File: config.mk
export PLATFORM = sky130hd
export DESIGN_NAME = vga_timing_gen
export DESIGN_NICKNAME = d
export VERILOG_FILES = /design/src/rtl/vga_timing_gen.sv
export SDC_FILE = /design/constraint.sdc
export NUM_CORES = 1
export LEC_CHECK = 0
export BUFFER_PORTS_ARGS = -buffer_cell sky130_fd_sc_hd__buf_4
export CORE_ASPECT_RATIO = 2
export CORE_MARGIN = 4
export CORE_UTILIZATION = 48
export CTS_CLUSTER_DIAMETER = 120
export DETAILED_ROUTE_END_ITERATION = 6
export GPL_ROUTABILITY_DRIVEN = 0
export PLACE_DENSITY = 0.83
export SETUP_SLACK_MARGIN = 0.2
export SYNTH_ARGS = -nofsm -noshare
export SYNTH_HDL_FRONTEND = slang
export SYNTH_SLANG_ARGS = --single-unit
File: constraint.sdc
create_clock -name clk -period 2.2 [get_ports clk]
set_input_delay 0 -clock clk [delete_from_list [all_inputs] [get_ports clk]]
set_output_delay 0 -clock clk [all_outputs]
set_load 0.05 [all_outputs]
File: src/rtl/vga_timing_gen.sv
// Raster timing generator: pixel/line counters with registered sync, blank
// and start-of-line/frame pulses, all aligned to the counter values shown.
module vga_timing_gen #(
  parameter int   H_ACTIVE  = 800,
  parameter int   H_FP      = 40,
  parameter int   H_SYNC    = 128,
  parameter int   H_BP      = 88,
  parameter int   V_ACTIVE  = 600,
  parameter int   V_FP      = 1,
  parameter int   V_SYNC    = 4,
  parameter int   V_BP      = 23,
  parameter logic HSYNC_POL = 1'b1,
  parameter logic VSYNC_POL = 1'b1,
  parameter int   CW        = 11
) (
  input  logic          clk,
  input  logic          rst_n,
  input  logic          en,
  output logic [CW-1:0] hcount,
  output logic [CW-1:0] vcount,
  output logic          hsync,
  output logic          vsync,
  output logic          hblnk,
  output logic          vblnk,
  output logic          line_start,
  output logic          frame_start
);

  localparam int H_TOTAL = H_ACTIVE + H_FP + H_SYNC + H_BP;
  localparam int V_TOTAL = V_ACTIVE + V_FP + V_SYNC + V_BP;

  localparam logic [CW-1:0] H_LAST     = CW'(H_TOTAL - 1);
  localparam logic [CW-1:0] V_LAST     = CW'(V_TOTAL - 1);
  localparam logic [CW-1:0] H_ACT_END  = CW'(H_ACTIVE);
  localparam logic [CW-1:0] V_ACT_END  = CW'(V_ACTIVE);
  localparam logic [CW-1:0] HS_START   = CW'(H_ACTIVE + H_FP);
  localparam logic [CW-1:0] HS_END     = CW'(H_ACTIVE + H_FP + H_SYNC);
  localparam logic [CW-1:0] VS_START   = CW'(V_ACTIVE + V_FP);
  localparam logic [CW-1:0] VS_END     = CW'(V_ACTIVE + V_FP + V_SYNC);
  localparam logic [CW-1:0] CNT_ONE    = CW'(1);

  logic [CW-1:0] hcount_d, hcount_q;
  logic [CW-1:0] vcount_d, vcount_q;
  logic          hsync_d, hsync_q;
  logic          vsync_d, vsync_q;
  logic          hblnk_d, hblnk_q;
  logic          vblnk_d, vblnk_q;
  logic          line_start_d, line_start_q;
  logic          frame_start_d, frame_start_q;

  // Next counter values; flags are decoded from these so that after the
  // register they describe exactly the counters shown in the same cycle.
  always_comb begin
    hcount_d      = hcount_q;
    vcount_d      = vcount_q;
    line_start_d  = 1'b0;
    frame_start_d = 1'b0;
    if (en) begin
      if (hcount_q == H_LAST) begin
        hcount_d     = '0;
        line_start_d = 1'b1;
        if (vcount_q == V_LAST) begin
          vcount_d      = '0;
          frame_start_d = 1'b1;
        end else begin
          vcount_d = vcount_q + CNT_ONE;
        end
      end else begin
        hcount_d = hcount_q + CNT_ONE;
      end
    end else begin
      hcount_d = hcount_q;
    end

    hsync_d = ((hcount_d >= HS_START) && (hcount_d < HS_END)) ? HSYNC_POL : ~HSYNC_POL;
    vsync_d = ((vcount_d >= VS_START) && (vcount_d < VS_END)) ? VSYNC_POL : ~VSYNC_POL;
    hblnk_d = (hcount_d >= H_ACT_END);
    vblnk_d = (vcount_d >= V_ACT_END);
  end

  // Output registers with synchronous active-low reset to an idle raster origin.
  always_ff @(posedge clk) begin
    if (!rst_n) begin
      hcount_q      <= '0;
      vcount_q      <= '0;
      hsync_q       <= ~HSYNC_POL;
      vsync_q       <= ~VSYNC_POL;
      hblnk_q       <= 1'b0;
      vblnk_q       <= 1'b0;
      line_start_q  <= 1'b0;
      frame_start_q <= 1'b0;
    end else begin
      hcount_q      <= hcount_d;
      vcount_q      <= vcount_d;
      hsync_q       <= hsync_d;
      vsync_q       <= vsync_d;
      hblnk_q       <= hblnk_d;
      vblnk_q       <= vblnk_d;
      line_start_q  <= line_start_d;
      frame_start_q <= frame_start_d;
    end
  end

  assign hcount      = hcount_q;
  assign vcount      = vcount_q;
  assign hsync       = hsync_q;
  assign vsync       = vsync_q;
  assign hblnk       = hblnk_q;
  assign vblnk       = vblnk_q;
  assign line_start  = line_start_q;
  assign frame_start = frame_start_q;

endmodule

==> results of run 1 <==
Yosys cell counts (all sizes together), types with 2 or more instances:
master / n / area [µm²]
nor2b: 10 / 62.6
clkbuf: 6 / 22.5
a21boi: 2 / 18.8
or3: 5 / 36.3
nand4: 2 / 12.5
a21oi: 8 / 40.0
nor4: 4 / 40.0
and4: 2 / 17.5
nor3: 10 / 55.1
ha: 2 / 25.0
nand2: 9 / 33.8
and3: 2 / 12.5
o21ai: 10 / 50.1
xor2: 6 / 52.6
inv: 5 / 18.8
nor2: 18 / 67.6
xnor2: 10 / 87.6
nor3b: 3 / 32.5
dfxtp: 28 / 561
and2: 7 / 43.8
nand3: 8 / 45.0
cells in the final DEF, fill, tap and decap left out, types with 5 or more instances in the layout:
cell | netlist | final
dfxtp_4 | 0 | 5
dfxtp_2 | 0 | 7
inv_1 | 5 | 5
buf_4 | 0 | 58
nor2_1 | 18 | 18
nor2b_1 | 10 | 10
o21ai_0 | 8 | 6
xor2_1 | 6 | 6
xnor2_1 | 10 | 10
nor3_1 | 9 | 7
a21oi_1 | 8 | 5
and2_1 | 7 | 7
dfxtp_1 | 28 | 16
nand2_1 | 9 | 8
nand3_1 | 7 | 7
registers in the layout, summed over array words and instances (netlist names):
signal       count
hcount          11
vcount          11
frame_start      1
hblnk            1
hsync            1
line_start       1
vblnk            1
vsync            1
worst max path at each step:
stage | from | end | slack, ns | cells after the start
floorplan | hcount[0] | vsync | -0.11 | 9
global placement | hcount[5] | vsync | -0.05 | 7
detailed placement | hcount[5] | vblnk | -0.14 | 7
CTS | hcount[7] | vsync | 0.09 | 7
global route | hcount[0] | vblnk | -0.08 | 8
finish | vcount[0] | vblnk | 0.05 | 9
metrics by stage:
step	util [%]	total power, µW	setup TNS (ns)	std cells
floorplan	-	555	-0.211	175
global placement	66.0	570	-0.0841	250
detailed placement	66.0	572	-0.269	250
CTS	71.8	975	0	261
global route	72.2	1010	-0.144	261
finish	72.2	972	0	261
layer usage:
layer,up-vias,global-route usage (%),routed length [µm]
met2,57,40.0,2410
met4,0,10.8,102
li1,721,-,-
met1,736,27.2,1560
met3,10,3.52,205
met5,-,0,0
cell families after synthesis:
kind of cell | after synthesis | share of synthesized area (%)
and+or+nand+nor | 87 | 35.7
AOI/OAI and AO/OA | 29 | 12.0
DFF | 28 | 37.5
xor gates and xnor gates | 16 | 9.36
buffers and inverters | 12 | 3.09
adders and majority gates | 2 | 1.67
muxes | 1 | 0.669
cell type report:
cell class,count,area [µm²]
clock buffers,3,41.3
clock inverters,1,30.0
fillers,210,827
inverters,5,18.8
multi-input cells,135,988
flip-flops and latches,28,588
well taps,30,37.5
repair buffers,59,447
power groups by stage:
stage                     Sequential, µW  Clock, µW  Combinational (µW)
after floorplan                      538          0                17.2
after global placement               524          0                45.5
after detailed placement             525          0                47.5
after CTS                            511        409                55.3
after global routing                 511        433                61.0
final                                511        405                55.3
critical path, cell delays in order (launching register included):
cell and delay [ns]:
dfxtp_4 0.37, ha_4 0.13, or3b_4 0.38, nor4b_4 0.23, buf_6 0.16, o21ai_0 0.12
a21oi_2 0.26, inv_1 0.13, a21oi_2 0.18, o21bai_1 0.07
repair_timing:
action | 4_1_cts | 5_1_grt
resized for setup | 11 | 3
pin swaps | 12 | 1
endpoints found under the setup margin | 3 | 4
buffers inserted | 7 | 0
==> results.yml, run 1 <==
outcome:
  run_status: "completed"
timing:
  holdWs_ns: 0.0371
  setup_viol: 0
  worst_pin_slew_ns: 0.442
  slew_headroom_pct: 70.4
  period_minus_slack_ns: 2.15
  max_freq_mhz: 465
  hold_violations: 0
  rsz0062_at_grt: "true"
  fin_ws_ns: 0.0484
  maxSlewViolCount: 0
  finalCritPeriodShare_pct: 97.8
  fin_skew_ns: 0.00305
logic_synthesis:
  synth_ff_type: "dfxtp_1"
  synth_nets: 180
  syn-cell-area_um2: 1500
  synth_warnings: 0
  synth-seq-cells: 28
  synth_edf_count: 0
  syn_area_per_cell_um2: 8.55
  postSynthCellCount: 175
  synth.distinct_cells: 46
  ys_seq_area_share_pct: 37.5
  async_flop_share_pct: 0
floorplan:
  start_util_pct: 50.3
  dieWidth_um: 47.5
  pin_count: 31
  die_h_um: 87.0
  fp.dieArea_um2: 4130
  num_rows: 28
  core_area_um2: 2980
hold_path:
  whs_endpoint: "hcount[0]"
  worstHoldStart: "en"
  min_path_cells: 3
  hold_class: "input port to flop"
pwr:
  seqPwrFrac_pct: 52.6
  clkPwrFrac_pct: 41.7
  internal-power_uw: 774
  power-per-cell-area_nw_per_um2: 452
  vdd_drop_max_uv: 477
  comb_power_share_pct: 5.7
  p_switching_uw: 198
  switching_share_pct: 20.4
  leakage_uw: 0.000856
run:
  max_cap_viol_count: 0
detailed_routing:
  vias: 1524
  drc: 0
  drt-initial-drc-count: 49
  wl_um: 4280
  viasPerCell: 5.84
  wl_per_cell_um: 16.4
  drt-pass1-iter-count: 4
  ant_nets: 0
worst_setup_path:
  start_kind: "flop"
  r2r_end: "vblnk"
  crit_fanout: 6
  cp-end-kind: "flop"
  rr_worst_depth: 9
  path_class: "flop to flop"
  r2r_start: "vcount[0]"
  cp.required_ns: 2.36
  critical_path_arrival_ns: 2.32
  reg2reg_slack_ns: 0.05
layout:
  diodes: 0
  drive_gt1_share_pct: 42.9
  area_delta_synth_final_pct: 43.7
  final_nets: 237
  fin_area_um2: 2150
clocking:
  cts_buffer_depth: 2
  cts_buffers: 3
  clockRootBuffer: "clkbuf_8"
  clk_pin_slew_worst_paths_ns: 0.10
  cts_tree: "yes"
  htreeDepth: 1
  insertion_delay_ns: 0.27
  ctsHoldBuffers: 0
  numClockSinks: 28
global_routing:
  grt_pass1_vias: 1578
  grt_pass1_wl_um: 7300
  overflow: 0
  antenna_found_initial: 0
  grt_max_degree: 20
  track_usage_pct: 23.6
place:
  port_buffers: 30
  place_area_um2: 1960
  dp_hpwl_um: 2940
  pre_cts_slack_ns: -0.136
No activity file was read; power rests on OpenSTA's default activity.
==> inputs of run 2 (changes only) <==
--- a/config.mk
+++ b/config.mk
@@ -5,6 +5,7 @@
 export SDC_FILE = /design/constraint.sdc
 export NUM_CORES = 1
 export LEC_CHECK = 0
+export ABC_CLOCK_PERIOD_IN_PS = 2200
 export BUFFER_PORTS_ARGS = -buffer_cell sky130_fd_sc_hd__buf_4
 export CORE_ASPECT_RATIO = 2
 export CORE_MARGIN = 4
==> constraint.sdc (replaced) <==
create_clock -name clk -period 2.2 [get_ports clk]
set_input_delay 0.55 -clock clk [delete_from_list [all_inputs] [get_ports clk]]
set_output_delay 0.55 -clock clk [all_outputs]
set_load 0.05 [all_outputs]
==> results.yml, run 2 (synthesis gave the netlist of run 1 again) <==
timing:
  period_minus_slack_ns: 2.18
  worst_pin_slew_ns: 0.363
  rsz0062_at_grt: "true"
  fin_skew_ns: 0.00662
  finalCritPeriodShare_pct: 99.0
  hold_violations: 0
  setup_tns_ns: 0
  max_freq_mhz: 459
  setup_viol: 0
  slew_headroom_pct: 75.8
  maxSlewViolCount: 0
layout:
  drive_gt1_share_pct: 43.7
  nFillCells: 214
  regArea_um2: 588
  final_common_cell: "buf_4"
  area_delta_synth_final_pct: 43.5
  diodes: 0
  final_nets: 237
  multi_input_area_um2: 1000
  mostFrequentLayoutCells: "58 x buf_4, 17 x nor2_1, 16 x dfxtp_1"
  final_cells: 261
place:
  port_buffers: 30
  dp_hpwl_um: 2960
  post-place-cells: 253
detailed_routing:
  drt-initial-drc-count: 47
  vias: 1507
  drc: 0
  wl_per_cell_um: 15.8
  met1_length_um: 1560
  drt-pass1-iter-count: 4
  viasPerCell: 5.77
  ant_nets: 0
  wl_um: 4130
  wl_met2_um: 2220
  topRoutingLayerUsed: "met4"
  routed-wl-met3_um: 179
global_routing:
  antenna_found_initial: 0
  overflow: 0
  grt_pass1_vias: 1477
  grt_pass1_wl_um: 6900
  grt_max_degree: 20
  track_usage_pct: 22.4
floorplan:
  fp.dieArea_um2: 4130
  core_area_um2: 2980
  pin_count: 31
  dieWidth_um: 47.5
  start_util_pct: 50.3
  num_rows: 28
  die_h_um: 87.0
clocking:
  numClockSinks: 28
  htreeDepth: 1
  insertion_delay_ns: 0.28
  cts_tree: "yes"
  clk_pin_slew_worst_paths_ns: 0.10
  cts_buffer_depth: 2
  ctsHoldBuffers: 0
  clockRootBuffer: "clkbuf_8"
  cts_buffers: 3
pwr:
  vdd_drop_max_uv: 702
  power-per-cell-area_nw_per_um2: 413
  leakage_uw: 0.000873
  totalPowerFinal_uw: 886
worst_setup_path:
  cp-startpoint: "vcount[0]"
  crit_fanout: 3
  cp-end-kind: "flop"
  start_kind: "flop"
  r2r_start: "vcount[0]"
  rr_worst_depth: 9
  path_class: "flop to flop"
  critical_path_arrival_ns: 2.41
  cp.required_ns: 2.43
hold_path:
  worstHoldStart: "hcount[2]"
  hold_class: "flop to flop"
  min_path_cells: 2
run:
  max_cap_viol_count: 0
outcome:
  run_status: "completed"
==> run 2: stage by stage <==
step                setup slack [ns]  area [µm²]  hold slack, ns  utilization (%)
floorplan                     -0.113        1570           0.608                -
global placement             -0.0352        1990           0.511             66.7
detailed placement            -0.112        1990           0.534             66.7
CTS                           0.0442        2100           0.565             70.6
global route                 -0.0863        2150           0.590             72.1
finish                        0.0212        2150           0.566             72.1
==> run 2: final timing paths <==
path	to	slack (ns)
worst min-delay path	hcount[2]	0.57
worst max-delay path	vsync	0.02
worst min register to register	hcount[2]	0.57
worst max register to register	vsync	0.02
==> run 2: repair_timing <==
item,CTS,global route
cloned,0,0
pin swaps,7,4
resized for setup,8,10
endpoints found under the setup margin,4,6
buffers inserted,3,1
==> run 2: routing by layer <==
metal / vias up / track usage [%]
li1: 725 / -
met1: 705 / 26.6
met2: 57 / 37.3
met3: 20 / 3.31
met4: 0 / 10.3
met5: - / 0
==> run 2: area by class of cell <==
cell class / count / share of cell area [%]
well taps: 30 / 1.75
inverters: 5 / 0.874
repair buffers: 59 / 20.8
flip-flops and latches: 28 / 27.4
clock buffers: 4 / 2.56
multi-input cells: 135 / 46.6
==> run 2: where the power goes <==
group,switching (µW),internal [µW],leakage [µW]
registers,4.52,507,0.000233
clock network,159,160,0.0000288
logic,31.8,23.9,0.000611
==> run 2: worst max-delay path, stage by stage (launching register included) <==
cell and delay (ns):
dfxtp_4 0.37, ha_4 0.13, or3b_4 0.38, nor4b_4 0.27, buf_4 0.18, a21oi_2 0.05
nor3b_2 0.18, o21ai_2 0.10, nor4_4 0.29, o31a_1 0.18
==> inputs of run 3 (changes only) <==
--- a/config.mk
+++ b/config.mk
@@ -13,8 +13,9 @@
 export CTS_CLUSTER_DIAMETER = 120
 export DETAILED_ROUTE_END_ITERATION = 6
 export GPL_ROUTABILITY_DRIVEN = 0
-export PLACE_DENSITY = 0.83
+export PLACE_DENSITY = 0.71
 export SETUP_SLACK_MARGIN = 0.2
 export SYNTH_ARGS = -nofsm -noshare
 export SYNTH_HDL_FRONTEND = slang
 export SYNTH_SLANG_ARGS = --single-unit
+export TNS_END_PERCENT = 5
==> results.yml, run 3 (synthesis gave the netlist of run 1 again) <==
layout:
  final_nets: 247
  nFillCells: 222
  final_cells: 271
  drive_gt1_share_pct: 44.0
  final_common_cell: "buf_4"
  mostFrequentLayoutCells: "69 x buf_4, 18 x nor2_1, 16 x dfxtp_1"
  fin_area_um2: 2190
  area_delta_synth_final_pct: 46.2
  diodes: 0
  post-route-util_pct: 73.4
timing:
  holdWs_ns: 0.549
  period_minus_slack_ns: 2.23
  fin_ws_ns: -0.0262
  setup_viol: 2
  rsz0062_at_grt: "true"
  hold_violations: 0
  worst_pin_slew_ns: 0.326
  fin_skew_ns: 0.00636
  slew_headroom_pct: 78.2
  finalCritPeriodShare_pct: 101
  maxSlewViolCount: 0
  max_freq_mhz: 449
  setup_tns_ns: -0.0387
worst_setup_path:
  cp.required_ns: 2.42
  rr_worst_depth: 7
  start_kind: "flop"
  crit_fanout: 8
  path_class: "flop to flop"
  r2r_start: "hcount[5]"
  cp-end-kind: "flop"
  reg2reg_slack_ns: -0.03
  r2r_end: "vsync"
  critical_path_arrival_ns: 2.45
floorplan:
  pin_count: 31
  core_area_um2: 2980
  start_util_pct: 50.3
  fp.dieArea_um2: 4130
  num_rows: 28
  die_h_um: 87.0
  dieWidth_um: 47.5
global_routing:
  grt_pass1_wl_um: 6930
  overflow: 0
  grt_pass1_vias: 1577
  antenna_found_initial: 0
  grt_max_degree: 20
  track_usage_pct: 22.9
clocking:
  cts_tree: "yes"
  numClockSinks: 28
  cts_buffers: 3
  clockRootBuffer: "clkbuf_8"
  clk_pin_slew_worst_paths_ns: 0.09
  htreeDepth: 1
  insertion_delay_ns: 0.27
  cts_buffer_depth: 2
detailed_routing:
  viasPerCell: 5.60
  ant_nets: 0
  wl_um: 4130
  vias: 1517
  drt-initial-drc-count: 26
  drt-pass1-iter-count: 4
  wl_per_cell_um: 15.2
  drc: 0
pwr:
  internal-power_uw: 687
  switching_share_pct: 21.0
  comb_power_share_pct: 5.5
  seqPwrFrac_pct: 58.9
  vdd_drop_max_uv: 305
  p_switching_uw: 183
  leakage_uw: 0.000922
  power-per-cell-area_nw_per_um2: 398
  clkPwrFrac_pct: 35.6
outcome:
  violations: "negative setup slack"
  run_status: "complete, but fails checks"
hold_path:
  whs_endpoint: "hcount[2]"
  min_path_cells: 2
  worstHoldStart: "hcount[2]"
  hold_class: "flop to flop"
place:
  port_buffers: 30
  dp_hpwl_um: 3390
  post-place-cells: 265
  place_area_um2: 2060
run:
  max_cap_viol_count: 0
==> run 3: through the flow <==
step / worst slack (ns) / power, µW
after detailed placement: -0.148 / 573
final: -0.0262 / 870
after CTS: 0.00874 / 875
after floorplan: -0.113 / 555
after global routing: -0.104 / 907
after global placement: -0.105 / 572
==> run 3: layout make-up <==
class                           instances  area, µm²  area share, %
Multi-Input combinational cell        135        970           44.3
Timing Repair Buffer                   69        518           23.7
Clock buffer                            4       55.1           2.52
Inverter                                5       18.8          0.858
Sequential cell                        28        588           26.9
Tap cell                               30       37.5           1.72
==> run 3: how the worst max path moves through the flow <==
| stage | from | endpoint | slack, ns | cells after the start |
|---|---|---|---|---|
| final | hcount[5] | vsync | -0.03 | 7 |
| after global routing | vcount[0] | vsync | -0.10 | 9 |
| after CTS | vcount[0] | vsync | 0.009 | 9 |
| after detailed placement | hcount[5] | vsync | -0.15 | 7 |
| after global placement | hcount[5] | vblnk | -0.10 | 7 |
| after floorplan | hcount[0] | vsync | -0.11 | 9 |
==> run 3: critical path, cell delays in order (launching register included) <==
cell	delay [ns]
dfxtp_4	0.35
or3_4	0.38
or3_4	0.40
or3_4	0.34
a21boi_2	0.16
nand3_2	0.10
nor4_4	0.28
o31a_1	0.17
==> run 3: routing by layer <==
layer	share of wire, %	GRT usage [%]	up-vias
met3	2.9	1.45	13
met1	33	21.8	719
met4	3.3	9.82	0
met2	61	44.7	39
met5	0	0	-
li1	-	-	746
==> run 3: what timing repair did <==
| action | in CTS | in global routing |
|---|---|---|
| gates cloned | 0 | 0 |
| pin swaps | 3 | 7 |
| resized for setup | 7 | 7 |
| buffers inserted | 2 | 0 |
| endpoints found under the setup margin | 8 | 6 |
| hold buffers | 0 | 0 |
==> run 3: power groups by stage <==
stage | clock (µW) | sequential, µW | combinational (µW)
detailed placement | 0 | 525 | 48.2
CTS | 314 | 513 | 48.5
global route | 341 | 513 | 52.2
finish | 309 | 512 | 47.9
floorplan | 0 | 538 | 17.2
global placement | 0 | 524 | 47.6
